==> src/rtl/stylize_pkg.sv <==
// Shared types and helpers for the stylize compositor: display modes,
// the 24-bit RGB pixel record, SDRAM word unpacking and 10-bit left-justify.
package stylize_pkg;

  typedef enum logic [1:0] {
    MODE_ORIG    = 2'd0,
    MODE_POSTER  = 2'd1,
    MODE_EDGE    = 2'd2,
    MODE_OUTLINE = 2'd3
  } mode_t;

  typedef struct packed {
    logic [7:0] r;
    logic [7:0] g;
    logic [7:0] b;
  } rgb24_t;

  // The capture path scatters green across both SDRAM words.
  function automatic rgb24_t unpack_rgb(input logic [15:0] d1, input logic [15:0] d2);
    rgb24_t p;
    p.r = d2[9:2];
    p.g = {d1[14:10], d2[14:12]};
    p.b = d1[9:2];
    return p;
  endfunction

  // v holds a right-aligned w-bit value; move it to the top of a 10-bit DAC word.
  function automatic logic [9:0] left_justify10(input logic [9:0] v, input int unsigned w);
    return v << (10 - w);
  endfunction

endpackage

==> src/rtl/stylize_fifo.sv <==
// Alignment FIFO holding pixel colour until the matching edge result returns.
// Push and pop may coincide even when full; clear has priority over both.
module stylize_fifo
  import stylize_pkg::*;
#(
  parameter int DEPTH = 16
) (
  input  logic                   i_clk,
  input  logic                   i_rst,
  input  logic                   i_clear,
  input  logic                   i_push,
  input  rgb24_t                 i_wdata,
  input  logic                   i_pop,
  output rgb24_t                 o_rdata,
  output logic                   o_full,
  output logic                   o_empty,
  output logic [$clog2(DEPTH):0] o_fill,
  output logic [$clog2(DEPTH):0] o_fill_next
);

  localparam int AW = $clog2(DEPTH);

  rgb24_t        mem [DEPTH];
  logic [AW-1:0] wr_ptr;
  logic [AW-1:0] rd_ptr;
  logic          do_push;
  logic          do_pop;

  assign o_full  = (o_fill == (AW+1)'(DEPTH));
  assign o_empty = (o_fill == '0);
  assign do_pop  = i_pop && !i_clear && !o_empty;
  assign do_push = i_push && !i_clear && (!o_full || do_pop);
  assign o_rdata = mem[rd_ptr];

  always_comb begin
    // NOTE: every always_comb output gets a default first so no path leaves it unassigned (no latch).
    o_fill_next = o_fill;
    if (i_clear) o_fill_next = '0;
    else         o_fill_next = o_fill + (AW+1)'(do_push) - (AW+1)'(do_pop);
  end

  always_ff @(posedge i_clk or posedge i_rst) begin
    if (i_rst) begin
      wr_ptr <= '0;
      rd_ptr <= '0;
      o_fill <= '0;
    end else begin
      o_fill <= o_fill_next;
      if (i_clear) begin
        wr_ptr <= '0;
        rd_ptr <= '0;
      end else begin
        if (do_push) wr_ptr <= wr_ptr + 1'b1;
        if (do_pop)  rd_ptr <= rd_ptr + 1'b1;
      end
    end
  end

  // NOTE: the storage array is deliberately not reset; fill/empty gate every read, so its contents never leak.
  always_ff @(posedge i_clk) begin
    if (do_push) mem[wr_ptr] <= i_wdata;
  end

endmodule

==> src/rtl/stylize_compositor.sv <==
// Oil-painting output stage: unpacks SDRAM pixels, feeds gray to the edge engine,
// and composites the delayed colour with the returned edge magnitude.
module stylize_compositor
  import stylize_pkg::*;
#(
  parameter int COLOR_BITS   = 3,
  parameter int GRAY_W       = 4,
  parameter int EDGE_W       = 4,
  parameter int DEPTH        = 16,
  parameter int PAUSE_MARGIN = 2
) (
  input  logic                   i_clk,
  input  logic                   i_rst,
  input  logic                   i_clear,
  input  logic [1:0]             i_mode,
  input  logic [EDGE_W-1:0]      i_threshold,
  input  logic                   i_pix_valid,
  input  logic [15:0]            i_sdram_data_1,
  input  logic [15:0]            i_sdram_data_2,
  output logic [GRAY_W-1:0]      o_gray,
  output logic                   o_gray_valid,
  input  logic                   i_edge_valid,
  input  logic [EDGE_W-1:0]      i_edge,
  output logic [9:0]             o_red,
  output logic [9:0]             o_green,
  output logic [9:0]             o_blue,
  output logic                   o_valid,
  output logic                   o_pause,
  output logic [$clog2(DEPTH):0] o_fill,
  output logic                   o_overflow,
  output logic                   o_underflow
);

  localparam int FILL_W = $clog2(DEPTH) + 1;
  localparam logic [FILL_W-1:0] PAUSE_LEVEL = FILL_W'(DEPTH - PAUSE_MARGIN);

  rgb24_t            pix_in;
  rgb24_t            pix_q;
  rgb24_t            head;
  logic [9:0]        gray_sum;
  logic              fifo_full;
  logic              fifo_empty;
  logic [FILL_W-1:0] fill_next;
  logic [29:0]       composite;
  mode_t             mode;
  logic              unused_ok;

  function automatic logic [9:0] posterize(input logic [7:0] ch);
    return left_justify10(10'(ch >> (8 - COLOR_BITS)), COLOR_BITS);
  endfunction

  assign pix_in    = unpack_rgb(i_sdram_data_1, i_sdram_data_2);
  assign gray_sum  = 10'(pix_in.r) + {1'b0, pix_in.g, 1'b0} + 10'(pix_in.b);
  assign mode      = mode_t'(i_mode);
  assign unused_ok = ^{gray_sum, i_sdram_data_1, i_sdram_data_2};

  // Stage 1: o_gray_valid doubles as the FIFO push strobe for the latched pixel.
  always_ff @(posedge i_clk or posedge i_rst) begin
    // NOTE: sequential state uses non-blocking (<=) so every register samples pre-edge values.
    if (i_rst) begin
      pix_q        <= '0;
      o_gray       <= '0;
      o_gray_valid <= 1'b0;
    end else begin
      o_gray_valid <= i_pix_valid;
      if (i_pix_valid) begin
        pix_q  <= pix_in;
        o_gray <= gray_sum[9 -: GRAY_W];
      end
    end
  end

  stylize_fifo #(
    .DEPTH(DEPTH)
  ) u_fifo (
    .i_clk       (i_clk),
    .i_rst       (i_rst),
    .i_clear     (i_clear),
    .i_push      (o_gray_valid),
    .i_wdata     (pix_q),
    .i_pop       (i_edge_valid),
    .o_rdata     (head),
    .o_full      (fifo_full),
    .o_empty     (fifo_empty),
    .o_fill      (o_fill),
    .o_fill_next (fill_next)
  );

  always_comb begin
    composite = '0;
    case (mode)
      MODE_ORIG:    composite = {head.r, 2'b00, head.g, 2'b00, head.b, 2'b00};
      MODE_POSTER:  composite = {posterize(head.r), posterize(head.g), posterize(head.b)};
      MODE_EDGE:    composite = {3{left_justify10(10'(i_edge), EDGE_W)}};
      MODE_OUTLINE: if (i_edge < i_threshold)
                      composite = {posterize(head.r), posterize(head.g), posterize(head.b)};
      default:      composite = '0;
    endcase
  end

  // Pop-on-empty still answers the edge engine, with black.
  always_ff @(posedge i_clk or posedge i_rst) begin
    if (i_rst) begin
      o_red       <= '0;
      o_green     <= '0;
      o_blue      <= '0;
      o_valid     <= 1'b0;
      o_pause     <= 1'b0;
      o_overflow  <= 1'b0;
      o_underflow <= 1'b0;
    end else if (i_clear) begin
      o_red       <= '0;
      o_green     <= '0;
      o_blue      <= '0;
      o_valid     <= 1'b0;
      o_pause     <= 1'b0;
      o_overflow  <= 1'b0;
      o_underflow <= 1'b0;
    end else begin
      o_valid <= i_edge_valid;
      o_pause <= (fill_next >= PAUSE_LEVEL);
      if (i_edge_valid) begin
        {o_red, o_green, o_blue} <= fifo_empty ? 30'd0 : composite;
        if (fifo_empty) o_underflow <= 1'b1;
      end
      if (o_gray_valid && fifo_full && !i_edge_valid) o_overflow <= 1'b1;
    end
  end

endmodule
==> config.mk <==
export PLATFORM = sky130hd
export DESIGN_NAME = stylize_compositor
export DESIGN_NICKNAME = d
export VERILOG_FILES = /design/src/rtl/stylize_pkg.sv /design/src/rtl/stylize_fifo.sv /design/src/rtl/stylize_compositor.sv
export SDC_FILE = /design/constraint.sdc
export NUM_CORES = 1
export LEC_CHECK = 0
export CAP_MARGIN = 20
export CORE_AREA = 2 2 177 179
export CTS_BUF_LIST = sky130_fd_sc_hd__clkbuf_4 sky130_fd_sc_hd__clkbuf_8 sky130_fd_sc_hd__clkbuf_16
export DETAILED_ROUTE_END_ITERATION = 16
export DIE_AREA = 0 0 179 181
export PLACE_DENSITY = 0.79
export SETUP_SLACK_MARGIN = 0.05
export SLEW_MARGIN = 10
export SYNTH_ARGS = -nofsm -noshare
export SYNTH_HDL_FRONTEND = slang
export SYNTH_SLANG_ARGS = --single-unit
==> constraint.sdc <==
create_clock -name i_clk -period 4.7 [get_ports i_clk]
set_clock_uncertainty 0.05 [all_clocks]
set_input_delay 0.705 -clock i_clk [delete_from_list [all_inputs] [get_ports i_clk]]
set_output_delay 0.705 -clock i_clk [all_outputs]
set_load 0.05 [all_outputs]
Word-level counts from Yosys, hierarchy flattened
Memories as Yosys holds them, arrays and structs flattened. Index checks and enable logic that the tools add are counted.

Register bits after elaboration: 76. RAM bits: 384. Output and inout port bits: 44. Memories kept: 1.

Memories: u_fifo.mem (depth 16, width 24, read ports 1, clocked after memory_dff 0, write ports 1, RTL line stylize_fifo.sv:23) `rgb24_t mem [DEPTH];`.

Add/subtract/negate cells: 6. $lt $le $gt $ge: 2. Equal/unequal tests: 4. Multiplexer cells: 23. Reduce and logical (&&, ||, !) cells: 19.

Operators with widths (count): 30-bit case mux with 4 select lines (1); 10-bit two-way mux (6); 30-bit two-way mux (2); 4-bit two-way mux (4); 10-bit by 8-bit adder with 10-bit output (1); 8-bit by 9-bit adder with 10-bit output (1); 2-bit nonzero test (5); 1-bit two-way mux (9); 4-bit by 1-bit adder with 4-bit output, second input constant (2); 1-bit logical AND (6); 5-bit by 1-bit adder with 5-bit output (1); 5-bit equality test, second input constant (1); 5-bit by 4-bit >= comparator with 1-bit output, second input constant (1); 5-bit logical NOT (1); 5-bit two-way mux (1); 5-bit by 1-bit subtractor with 5-bit output (1); 2-bit equality test, second input constant (2); 1-bit logical NOT (4); 4-bit < comparator (1); 2-bit by 1-bit equality test with 1-bit output, second input constant (1); 2-bit logical NOT (1); 2-bit AND reduction (1); 1-bit logical OR (1).

Depth between registers and ports, before layout
Depth in word-level cells: 10. Gate-level depth with buffers: 15. Mapped depth without buffers: 15.

Cells and area by module
From an unflattened synthesis, not the netlist that was laid out.

Cell total of the unflattened synthesis: 1033. Area, all modules: 18431.4 um^2.

By module, submodules not included: stylize_fifo (instances 1, cells an instance 801, area an instance 15576.2 um^2); stylize_compositor (instances 1, cells an instance 232, area an instance 2855.2 um^2).

Least setup slack after synthesis
No wires, ideal clock.

Path type: register -> register. Start: register u_fifo.o_fill[2]. End: memory u_fifo.mem[3][0] (netlist name) (enable). Setup time: 0.435 ns. Arrival: 3.472 ns. Required time: 4.215 ns. Setup slack: 0.743 ns. Cell stages (with the launch flop): 7. Buffers on the path: 0. Clock period less this slack: 3.957 ns. Path through: dfrtp_1 -> inv_1 -> ha_1 -> nor3b_1 -> a211oi_1 -> nand2_1 -> nor3_1.

Longest elaborated chain between the ends: 7. Elaborated cells on any way between the ends: 9.

Ends and longest elaborated chain: from (decl) (RTL line stylize_fifo.sv:17) `output logic [$clog2(DEPTH):0] o_fill,`; from (signal assigned) (RTL line stylize_fifo.sv:48) `o_fill <= o_fill_next;`; 5-bit logical NOT (RTL line stylize_fifo.sv:30) `assign o_empty = (o_fill == '0);`; 1-bit logical NOT (RTL line stylize_fifo.sv:31) `assign do_pop = i_pop && !i_clear && !o_empty;`; 1-bit logical AND (RTL line stylize_fifo.sv:31); 1-bit logical OR * (RTL line stylize_fifo.sv:32) `assign do_push = i_push && !i_clear && (!o_full || do_pop);`; 1-bit logical AND * (RTL line stylize_fifo.sv:32); 1-bit two-way mux * (RTL line stylize_fifo.sv:61) `if (do_push) mem[wr_ptr] <= i_wdata;`; 1-bit two-way mux (implied by the code) * (RTL line stylize_fifo.sv:61); to (decl) (RTL line stylize_fifo.sv:23).

Every way passes the cells marked *; elsewhere a longest branch is shown, timed or not.

Worst setup path after layout
Start: register u_fifo.o_fill[2]. End: register o_pause.

Longest elaborated chain between the ends: 10. Elaborated cells on any way between the ends: 12.

Ends and longest elaborated chain: 5-bit logical NOT (RTL line stylize_fifo.sv:30); 1-bit logical NOT (RTL line stylize_fifo.sv:31); 1-bit logical AND (RTL line stylize_fifo.sv:31); 1-bit logical OR (RTL line stylize_fifo.sv:32); 1-bit logical AND (RTL line stylize_fifo.sv:32); 5-bit by 1-bit adder with 5-bit output (RTL line stylize_fifo.sv:39) `else o_fill_next = o_fill + (AW+1)'(do_push) - (AW+1)'(do_pop);`; 5-bit by 1-bit subtractor with 5-bit output * (RTL line stylize_fifo.sv:39); 5-bit two-way mux * (RTL line stylize_fifo.sv:38) `if (i_clear) o_fill_next = '0;`; 5-bit by 4-bit >= comparator with 1-bit output * (RTL line stylize_compositor.sv:121) `o_pause <= (fill_next >= PAUSE_LEVEL);`; 1-bit two-way mux * (RTL line stylize_compositor.sv:111) `end else if (i_clear) begin`; to (signal assigned) (RTL line stylize_compositor.sv:121); to (decl) (RTL line stylize_compositor.sv:28) `output logic o_pause,`.

Marked as above. A chain may end at the register's enable or synchronous reset.

==> summary.txt <==
Finish
  – Ant diodes: 0
  – Number of fill cells: 1783
  – Fin area: 20700 µm²
  – Area delta synth->final: 15.4%
  – Register Area: 13300 µm²
  – Share of cells above drive strength 1: 0.239
  – Nets: 1097
  – Multi-input gate area: 4450 µm²

Clock network
  – CTS tree: yes
  – H-tree levels: 2
  – Clk_lat worst skew: 0.55 ns
  – Clock Pin Slew Worst Setup and Hold Paths: 0.06 ns
  – Clk buf depth: 3
  – CTS Buf Count: 43
  – Clock sink count: 454
  – CTS Root Cell: clkbuf_16
  – # Post-CTS Setup Buffers: 0
  – # resized after CTS: 0
  – Hold_buf cts: 0

Logic synthesis
  – Seq/Total Area, Yosys: 0.739
  – Compound-cell area share of the yosys netlist: 0.0211
  – Largest family of logic cells by synthesized area: multiplexers
  – Post-synthesis register bit count: 454
  – Warnings, synthesis: 0
  – Share of the synthesized area in the top cell type: 0.641
  – Mapped cell area: 18000 µm²
  – Ys flop type: edfxtp_1
  – Count of cell types in the netlist: 44
  – Fraction of synthesized area in multiplexers: 0.156
  – XOR/XNOR share of the synthesized area: 0.00438
  – Adder-cell area share of the yosys netlist: 0.0235
  – Syn avg cell area: 19.8 µm²
  – Mapped Cells: 910
  – Synth Area in Simple Gates: 0.0374
  – Fraction of registers with async set/reset: 0.154
  – Synth area leader: edfxtp_1
  – EDFF count, synth: 384
  – Synth area leaders: edfxtp_1 (64%), mux4_2 (12%), dfrtp_1 (9.7%)

Floorplan
  – Die height: 181 µm
  – Initial Util: 0.592
  – Die area: 32400 µm²
  – Width of the die: 179 µm
  – Rows: 64
  – I/O Pins: 91
  – Core area: 30300 µm²

Power and ir drop
  – Pint: 7.36 mW
  – Switching portion of total power: 0.255
  – Sequential share of power: 0.491
  – Power Dens Cells: 476 nW/µm²
  – Sw Pwr: 2.52 mW
  – Static leakage: 6.95 nW
  – Logic pwr share: 0.161
  – Proportion of power drawn by the clock network: 0.348
  – Max VDD drop: 282 µV
  – Overall power: 9.88 mW

STA
  – Final worst slack: 1.40 ns
  – Min Tclk post-route: 3.30 ns
  – Fin. Hold Viols: 0
  – Final setup violation count: 0
  – WHS: 0.446 ns
  – Max frequency: 303 MHz
  – Final Cycle Share: 0.703
  – RSZ-0062 raised after global routing: false
  – TNS Setup: 0 ns
  – Final count of pins violating max slew: 0
  – Max_slew headroom: 0.255
  – Worst slew pin tran: 1.12 ns

Worst hold path
  – Hold Startpoint: o_underflow
  – WHS Endpoint: o_underflow
  – Hold path depth: 2
  – Worst hold path class: register to register

Placed design
  – Placed inst area: 19300 µm²
  – Post-Place Worst Slack: 0.981 ns
  – RePlAce Congestion: 0.810
  – Dpl hpwl: 21400 µm
  – Port Buffers: 76

Setup path
  – Reg2reg end: o_pause
  – Crit-path max FO: 7
  – Reg2Reg Setup Slack: 1.40 ns
  – Worst Setup SP: u_fifo.o_fill[2]
  – Critical path class: register to register
  – CP required: 5.06 ns
  – Register-to-Register Path Depth: 15
  – CP Capture Type: register
  – Crit path DAT: 3.66 ns
  – Startpoint Class: register
  – Crit Reg-Reg Startpoint: u_fifo.o_fill[2]

Detailed routing
  – Detailed Route WL: 39600 µm
  – Avg WL per Cell: 27.3 µm
  – Via/cell ratio: 6.34
  – Starting DRT DRC Count: 1174
  – Pre-antenna DRT Iters: 5
  – DR vias: 9202
  – DRC viols: 0
  – Routed Antenna Nets: 0

Global routing
  – GR Overflow Total: 0
  – Aggregate global-route resource usage: 0.256
  – Vias in the first global route: 9651
  – Antenna violations before repair: 0
  – First-pass GRT wire length: 59400 µm
  – Largest net degree at the start of global routing: 46

Flow run
  – Max cap viols: 0

Outcome
  – Outcome: completed
power groups by stage:
| stage | Clock, mW | Combinational, mW | Sequential [mW] |
|---|---|---|---|
| 2_1_floorplan | 0 | 1.11 | 4.95 |
| 3_3_place_gp | 0 | 1.55 | 4.92 |
| 3_5_place_dp | 0 | 1.57 | 4.94 |
| 4_1_cts | 3.46 | 1.60 | 4.86 |
| 5_1_grt | 3.61 | 1.70 | 4.89 |
| 6_report | 3.44 | 1.59 | 4.85 |
critical path, stage by stage (launching register included):
cell and delay [ns]:
dfrtp_1 0.41, inv_1 0.09, ha_1 0.16, or4b_1 0.51
nand2_1 0.28, inv_2 0.12, ha_1 0.29, inv_1 0.06
ha_1 0.16, inv_1 0.06, fa_1 0.43, inv_1 0.07
a21oi_1 0.06, o21bai_1 0.16, xnor2_1 0.16, o22ai_1 0.10
kinds of logic after synthesis:
family | Yosys count
flops | 454
mux | 151
simple gates | 141
buf+inv | 68
compound gates | 57
fa+ha+maj | 29
xor+xnor | 9
other cells | 1
cell usage after synthesis (9+ instances only):
library cell and number:
edfxtp_1 384, a22oi_1 12, o211ai_1 9, nand3_1 20, nand2_1 45, mux4_2 99, mux2_2 25, nor2_1 33
buf_4 9, a21oi_1 15, ha_1 21, clkbuf_1 15, mux2_1 21, inv_1 20, dfrtp_1 70, nand2b_1 22
buf_2 14
stage by stage:
stage,cells,util
finish,1451,0.683
global route,1451,0.683
CTS,1451,0.683
detailed placement,1372,0.637
global placement,1372,0.637
floorplan,915,-
registers in the layout (all words and copies together) (netlist names):
name and cells:
u_fifo.o_fill 5, o_pause 1, u_fifo.wr_ptr 4, o_overflow 1, u_fifo.mem 384, pix_q 24, o_red 8, u_fifo.rd_ptr 4
o_gray 4, o_underflow 1, o_valid 1, o_blue 8, o_gray_valid 1, o_green 8
worst max path at each step:
stage / end / slack, ns
global placement: o_pause / 1.07
finish: o_pause / 1.40
detailed placement: o_pause / 0.98
CTS: o_pause / 1.41
global route: o_pause / 1.17
floorplan: u_fifo.mem[3][0] / 0.74
per-layer routing:
| layer | track usage | share of wire | wire length, µm | vias up |
|---|---|---|---|---|
| met4 | 0.0950 | 0.032 | 1290 | 0 |
| met2 | 0.419 | 0.51 | 20100 | 518 |
| met3 | 0.0503 | 0.091 | 3590 | 91 |
| li1 | - | - | - | 3828 |
| met5 | 0 | 0 | 0 | - |
| met1 | 0.344 | 0.37 | 14700 | 4765 |
final cells by class:
type,instances,share of cell area
sequential,454,0.641
multi-input combinational,393,0.214
clock buffer,61,0.0596
timing repair buffer,108,0.0489
tap,396,0.0239
clock inverter,18,0.00851
inverter,21,0.00386
placed cells by master (no fill, tap or decap), types with 4 or more instances in the layout:
cell,instances
edfxtp_1,384
mux4_2,99
clkdlybuf4s50_1,76
dfrtp_1,67
nand2_1,45
clkbuf_16,44
buf_4,31
mux2_2,25
nand2b_1,22
mux2_1,21
ha_1,21
nor2_1,20
nand3_1,20
inv_1,19
clkbuf_4,16
a21oi_1,15
nor2_2,13
a22oi_1,12
o211ai_1,9
fa_1,8
clkinv_2,7
o21ai_0,6
mux2i_1,6
conb_1,6
clkinv_1,6
xnor2_1,5
nor2b_1,5
xor2_1,4
nor3_2,4
Power figures use the tool's default switching activity.
